===== src/rtl/alu4_pkg.sv =====
// Shared types and constants for the 4-bit ALU execute/writeback controller.
// Used by alu4_regfile and alu4_exec_ctrl.
package alu4_pkg;

  localparam int NIB_W = 4;

  localparam int FLAG_C = 0;
  localparam int FLAG_R = 1;
  localparam int FLAG_Z = 2;
  localparam int FLAG_V = 3;

  typedef enum logic [1:0] {
    IDLE = 2'd0,
    EXEC = 2'd1,
    WB   = 2'd2
  } state_e;

  // ALU outputs captured at the end of EXEC
  typedef struct packed {
    logic [NIB_W-1:0] res;
    logic             ovf;
    logic             zero;
    logic             rcout;
    logic             cout;
  } alu_cap_t;

  function automatic logic [NIB_W-1:0] cap_to_flags(input alu_cap_t cap);
    logic [NIB_W-1:0] f;
    f         = '0;
    f[FLAG_C] = cap.cout;
    f[FLAG_R] = cap.rcout;
    f[FLAG_Z] = cap.zero;
    f[FLAG_V] = cap.ovf;
    return f;
  endfunction

endpackage


===== src/rtl/alu4_regfile.sv =====
// Nibble register file: NREGS x 4 flops, asynchronous active-high clear,
// one write port and three combinational read ports (A, B, debug).
module alu4_regfile
  import alu4_pkg::*;
#(
  parameter int NREGS = 4,
  parameter int AW    = $clog2(NREGS)
) (
  input  logic             clk,
  input  logic             rst,
  input  logic             we,
  input  logic [AW-1:0]    waddr,
  input  logic [NIB_W-1:0] wdata,
  input  logic [AW-1:0]    raddr_a,
  output logic [NIB_W-1:0] rdata_a,
  input  logic [AW-1:0]    raddr_b,
  output logic [NIB_W-1:0] rdata_b,
  input  logic [AW-1:0]    raddr_dbg,
  output logic [NIB_W-1:0] rdata_dbg
);

  logic [NIB_W-1:0] regs_q [NREGS];

  always_ff @(posedge clk or posedge rst) begin
    if (rst) begin
      for (int i = 0; i < NREGS; i++) begin
        regs_q[i] <= '0;
      end
    end else if (we) begin
      regs_q[waddr] <= wdata;
    end
  end

  assign rdata_a   = regs_q[raddr_a];
  assign rdata_b   = regs_q[raddr_b];
  assign rdata_dbg = regs_q[raddr_dbg];

endmodule


===== src/rtl/alu4_exec_ctrl.sv =====
// Execute/writeback controller around a combinational 4-bit ALU: serial,
// one instruction in flight. Optional feature macro: ALU4_NOWB_EN.
//
// state | meaning
// IDLE  | ready for an instruction; operands latched on acceptance
// EXEC  | ALU outputs settle; result and flags captured at the edge
// WB    | done pulse; register and flag writeback at the edge
module alu4_exec_ctrl
  import alu4_pkg::*;
#(
  parameter int NREGS = 4,
  parameter int AW    = $clog2(NREGS)
) (
  input  logic             clk,
  input  logic             rst,
  input  logic             instr_valid,
  output logic             instr_ready,
  input  logic [3:0]       instr_op,
  input  logic [AW-1:0]    instr_dst,
  input  logic [AW-1:0]    instr_srca,
  input  logic [AW-1:0]    instr_srcb,
  input  logic             instr_imm_en,
  input  logic [3:0]       instr_imm,
  input  logic             instr_nowb,
  output logic [3:0]       alu_op,
  output logic [3:0]       alu_a,
  output logic [3:0]       alu_b,
  output logic             alu_cin,
  output logic             alu_rcin,
  input  logic [3:0]       alu_res,
  input  logic             alu_cout,
  input  logic             alu_rcout,
  input  logic             alu_ovf,
  input  logic             alu_zero,
  output logic [3:0]       flags,
  output logic             done,
  input  logic [AW-1:0]    dbg_addr,
  output logic [3:0]       dbg_data
);

  state_e           state_q, state_d;
  logic             accept;
  logic [3:0]       alu_op_q, alu_a_q, alu_b_q;
  logic [AW-1:0]    dst_q;
  alu_cap_t         cap_q;
  logic [3:0]       flags_q;
  logic [NIB_W-1:0] rd_a, rd_b;
  logic             wb_we;

  assign instr_ready = (state_q == IDLE);
  assign accept      = instr_valid && instr_ready;

  always_ff @(posedge clk or posedge rst) begin
    if (rst) begin
      state_q <= IDLE;
    end else begin
      state_q <= state_d;
    end
  end

  always_comb begin
    state_d = state_q;
    done    = 1'b0;
    case (state_q)
      IDLE: if (accept) state_d = EXEC;
      EXEC: state_d = WB;
      WB: begin
        done    = 1'b1;
        state_d = IDLE;
      end
      default: state_d = IDLE;
    endcase
  end

  // Operands are sampled from the register file at acceptance, so a source
  // equal to the destination always sees the pre-instruction value.
  always_ff @(posedge clk or posedge rst) begin
    if (rst) begin
      alu_op_q <= '0;
      alu_a_q  <= '0;
      alu_b_q  <= '0;
      dst_q    <= '0;
    end else if (accept) begin
      alu_op_q <= instr_op;
      alu_a_q  <= rd_a;
      alu_b_q  <= instr_imm_en ? instr_imm : rd_b;
      dst_q    <= instr_dst;
    end
  end

  always_ff @(posedge clk or posedge rst) begin
    if (rst) begin
      cap_q   <= '0;
      flags_q <= '0;
    end else begin
      if (state_q == EXEC) begin
        cap_q.res   <= alu_res;
        cap_q.ovf   <= alu_ovf;
        cap_q.zero  <= alu_zero;
        cap_q.rcout <= alu_rcout;
        cap_q.cout  <= alu_cout;
      end
      if (state_q == WB) begin
        flags_q <= cap_to_flags(cap_q);
      end
    end
  end

`ifdef ALU4_NOWB_EN
  logic nowb_q;

  always_ff @(posedge clk or posedge rst) begin
    if (rst) begin
      nowb_q <= 1'b0;
    end else if (accept) begin
      nowb_q <= instr_nowb;
    end
  end

  assign wb_we = (state_q == WB) && !nowb_q;
`else
  logic unused_nowb;

  assign unused_nowb = instr_nowb;
  assign wb_we       = (state_q == WB);
`endif

  alu4_regfile #(
    .NREGS (NREGS),
    .AW    (AW)
  ) u_regfile (
    .clk       (clk),
    .rst       (rst),
    .we        (wb_we),
    .waddr     (dst_q),
    .wdata     (cap_q.res),
    .raddr_a   (instr_srca),
    .rdata_a   (rd_a),
    .raddr_b   (instr_srcb),
    .rdata_b   (rd_b),
    .raddr_dbg (dbg_addr),
    .rdata_dbg (dbg_data)
  );

  assign alu_op   = alu_op_q;
  assign alu_a    = alu_a_q;
  assign alu_b    = alu_b_q;
  assign flags    = flags_q;
  assign alu_cin  = flags_q[FLAG_C];
  assign alu_rcin = flags_q[FLAG_R];

endmodule


===== config.mk =====
export PLATFORM = sky130hd
export DESIGN_NAME = alu4_exec_ctrl
export DESIGN_NICKNAME = d
export VERILOG_FILES = /design/src/rtl/alu4_pkg.sv /design/src/rtl/alu4_regfile.sv /design/src/rtl/alu4_exec_ctrl.sv
export SDC_FILE = /design/constraint.sdc
export NUM_CORES = 1
export LEC_CHECK = 0
export ABC_AREA = 1
export BUFFER_PORTS_ARGS = -buffer_cell sky130_fd_sc_hd__buf_2
export CAP_MARGIN = 20
export CORE_MARGIN = 4
export CORE_UTILIZATION = 59
export CTS_BUF_LIST = sky130_fd_sc_hd__clkbuf_8
export DETAILED_ROUTE_END_ITERATION = 8
export HOLD_SLACK_MARGIN = 0.02
export PLACE_DENSITY = 0.87
export SLEW_MARGIN = 20
export SYNTH_ARGS = -nofsm -noshare
export SYNTH_HDL_FRONTEND = slang
export SYNTH_SLANG_ARGS = --single-unit

===== constraint.sdc =====
create_clock -name clk -period 3.4 [get_ports clk]
set_input_delay 0.51 -clock clk [delete_from_list [all_inputs] [get_ports clk]]
set_output_delay 0.51 -clock clk [all_outputs]
set_load 0.05 [all_outputs]

==> results.toml <==
[critical_path]
startpoint_type_of_the_worst_setup_path = "input port"
critical-path-max-stage-delay_ns = 0.29
cpLargestDelayFamily = "buffers and inverters"
path_common_cell = "sky130_fd_sc_hd__buf_2"
slowest_stage = "sky130_fd_sc_hd__buf_2"
cp_cell_sequence = "buf_2 -> inv_1 -> o21ai_0 -> o22ai_1 -> buf_2"
required_ns = 2.89
timing_worst_setup_path_type = "input port to output port"
cp.arrival_ns = 1.39
worst-path-max-fanout = 9
critical_path.endpoint_type = "output port"
cp.buffers_inverters = 3
timing.reg2reg.setup_slack_ns = 2.19

[power]
ir_worst_vdd_mv = 0.491
power_leakage_nw = 1.37
cellPowerDensity_nw_per_um2 = 846

[clock_tree]
tritoncts_clock_tree = "built"
clkLatencyLatePin_ns = 0.29
clock-root-buffer = "sky130_fd_sc_hd__clkbuf_8"
postCtsResizedCells = 0
post_cts_buffers = 0
cts.hold.buffers_added = 0
ctsLongestPathBuffers = 2
cts.clk_slew.worst_paths_ns = 0.08
clock_sink_count = 44
tritoncts.num_buffers = 5
htreeDepth = 2

[sta]
fin_crit_sh = 0.558
worst-slew-pin-transition_ns = 0.591
finClkSkew_ns = 0.00788
grt_setup_unrepaired = "false"
period_needed_ns = 1.90
timing.final.hold_violations = 0
setup_tns_ns = 0
final_slew_violations = 0
final-setup-viol-count = 0
achievable-frequency_mhz = 527
setup_ws_ns = 1.50
max_slew_margin = 0.605

[placement]
place_congestion = 0.798
placement.setup.worst_slack_ns = 1.53
dp_hpwl_um = 3400
io_buffer_count = 51

[global_route]
global_route.usage.total = 0.219
global_route.usage.met3 = 0.0525
grt_start_max_net_pins = 30
groute.layer.met2.usage = 0.353
grt_pass1_wl_um = 7530
grt.met1_usage = 0.292
grt_antenna_before_repair = 0
first_global_vias = 1710
gr-total-overflow = 0
grt_busiest_layer = "met2"

[cells_and_area]
seqCellArea_um2 = 1100
final_common_cell = "sky130_fd_sc_hd__nand2_1"
multi_input_gate_area_in_the_final_layout_um2 = 886
design.final.nets = 350
syn2layout_area_growth_pct = 17.8
layout.filler_cells = 289
most-common-layout-cells = "106 x sky130_fd_sc_hd__nand2_1, 51 x sky130_fd_sc_hd__buf_2, 44 x sky130_fd_sc_hd__dfrtp_1"
post_route_cells_drive_above_1_share = 0.230
antenna_cells_inserted = 0

[routing]
via_per_inst = 5.19
firstDrtPassIters = 4
post_route_ant_nets = 0
drt_first_iter_violations = 100
via_total_after_detailed_routing = 1909
route.detailed.drc = 0
routed_wirelength_um = 4580
route.detailed.wl_per_inst_um = 12.5

[flow_run]
cap_viol_max_count = 0

[yosys]
yosys.cell_types.count = 20
synth.avg_cell_area_um2 = 7.90
synth-warning-count = 0
mappedNetlistNets = 298
ys_ff_latch = 44
synth_seq_area_share = 0.518
postSynthCellCount = 269
synth.cell_area_um2 = 2120

[die]
floorplan.initialDensity = 0.622
core_area_um2 = 3420
row_count = 21
fp.dieArea_um2 = 4620
die_h_um = 68.0
floorplan.io_pins = 53
die_w_um = 68.0

[status]
outcome = "completed"

[min_path]
worstHoldPathType = "input port to asynchronous set/reset pin"
## where the power goes
part,total [mW],switching [mW],internal [mW]
Combinational,0.854,0.620,0.235
Clock,0.381,0.166,0.215
Sequential,0.881,0.167,0.714
Total,2.12,0.954,1.16
## state kept, by name, summed over array words and instances (netlist names)
name,flops
state_q,2
alu_op,4
dst_q,2
alu_b,4
cap_q,8
alu_a,4
flags,4
u_regfile.regs_q,16
## logic make-up after synthesis
kind of cell	after synthesis	share of synthesized area
and+or+nand+nor	154	0.302
DFF	44	0.518
AOI/OAI and AO/OA	38	0.0936
buffers and inverters	29	0.0648
muxes	4	0.0212
## layer usage
metal	vias to the layer above	part of all wire
met4	0	0.021
met1	884	0.42
met5	-	0
li1	945	-
met2	68	0.48
met3	12	0.073
## final cells by class
| cell class | instances | area share |
|---|---|---|
| clock inverters | 3 | 0.0155 |
| inverters | 21 | 0.0325 |
| well taps | 46 | 0.0230 |
| repair buffers | 53 | 0.108 |
| clock buffers | 5 | 0.0275 |
| flip-flops and latches | 44 | 0.440 |
| multi-input cells | 196 | 0.354 |
## final timing paths
check / startpoint / endpoint / cells after the start
max in group asynchronous: rst / u_regfile.regs_q[13]$_DFFE_PP0P_ / 3
min in group clk: alu_rcout / cap_q[1]$_DFFE_PP0N_ / 3
worst min register to register: cap_q[3]$_DFFE_PP0N_ / cap_q[3]$_DFFE_PP0N_ / 2
worst max-delay path: dbg_addr[0] / dbg_data[0] / 5
worst max register to register: state_q[0]$_DFFE_PP0P_ / dst_q[1]$_DFFE_PP0P_ / 5
worst min-delay path: rst / alu_a[2]$_DFFE_PP0P_ / 2
## cell usage after synthesis (all sizes together)
cell,instances,area (um2)
buf,8,56.3
o21ai,34,174
nand3,12,80.1
dfrtp,44,1100
nor2,34,146
inv,21,81.3
mux2,4,45.0
nand2,108,415
o22ai,4,25.0
## worst reg2reg max path, delay by kind of cell, from the launching register on
family                 cells  cell delay [ns]
flip-flops                 1             0.47
AND/OR/NAND/NOR            3             0.45
buffers and inverters      1             0.17
AO/OA/AOI/OAI              1             0.05
## through the flow
stage / util / hold slack [ns] / area, um2 / std cells / power (mW)
2_1_floorplan: - / 0.445 / 2120 / 269 / 1.53
3_3_place_gp: 0.701 / 0.457 / 2400 / 360 / 1.71
3_5_place_dp: 0.701 / 0.464 / 2400 / 360 / 1.74
4_1_cts: 0.733 / 0.403 / 2500 / 368 / 2.12
5_1_grt: 0.733 / 0.317 / 2500 / 368 / 2.26
6_report: 0.733 / 0.283 / 2500 / 368 / 2.12
Note: power is estimated with default switching activity, not from simulation.
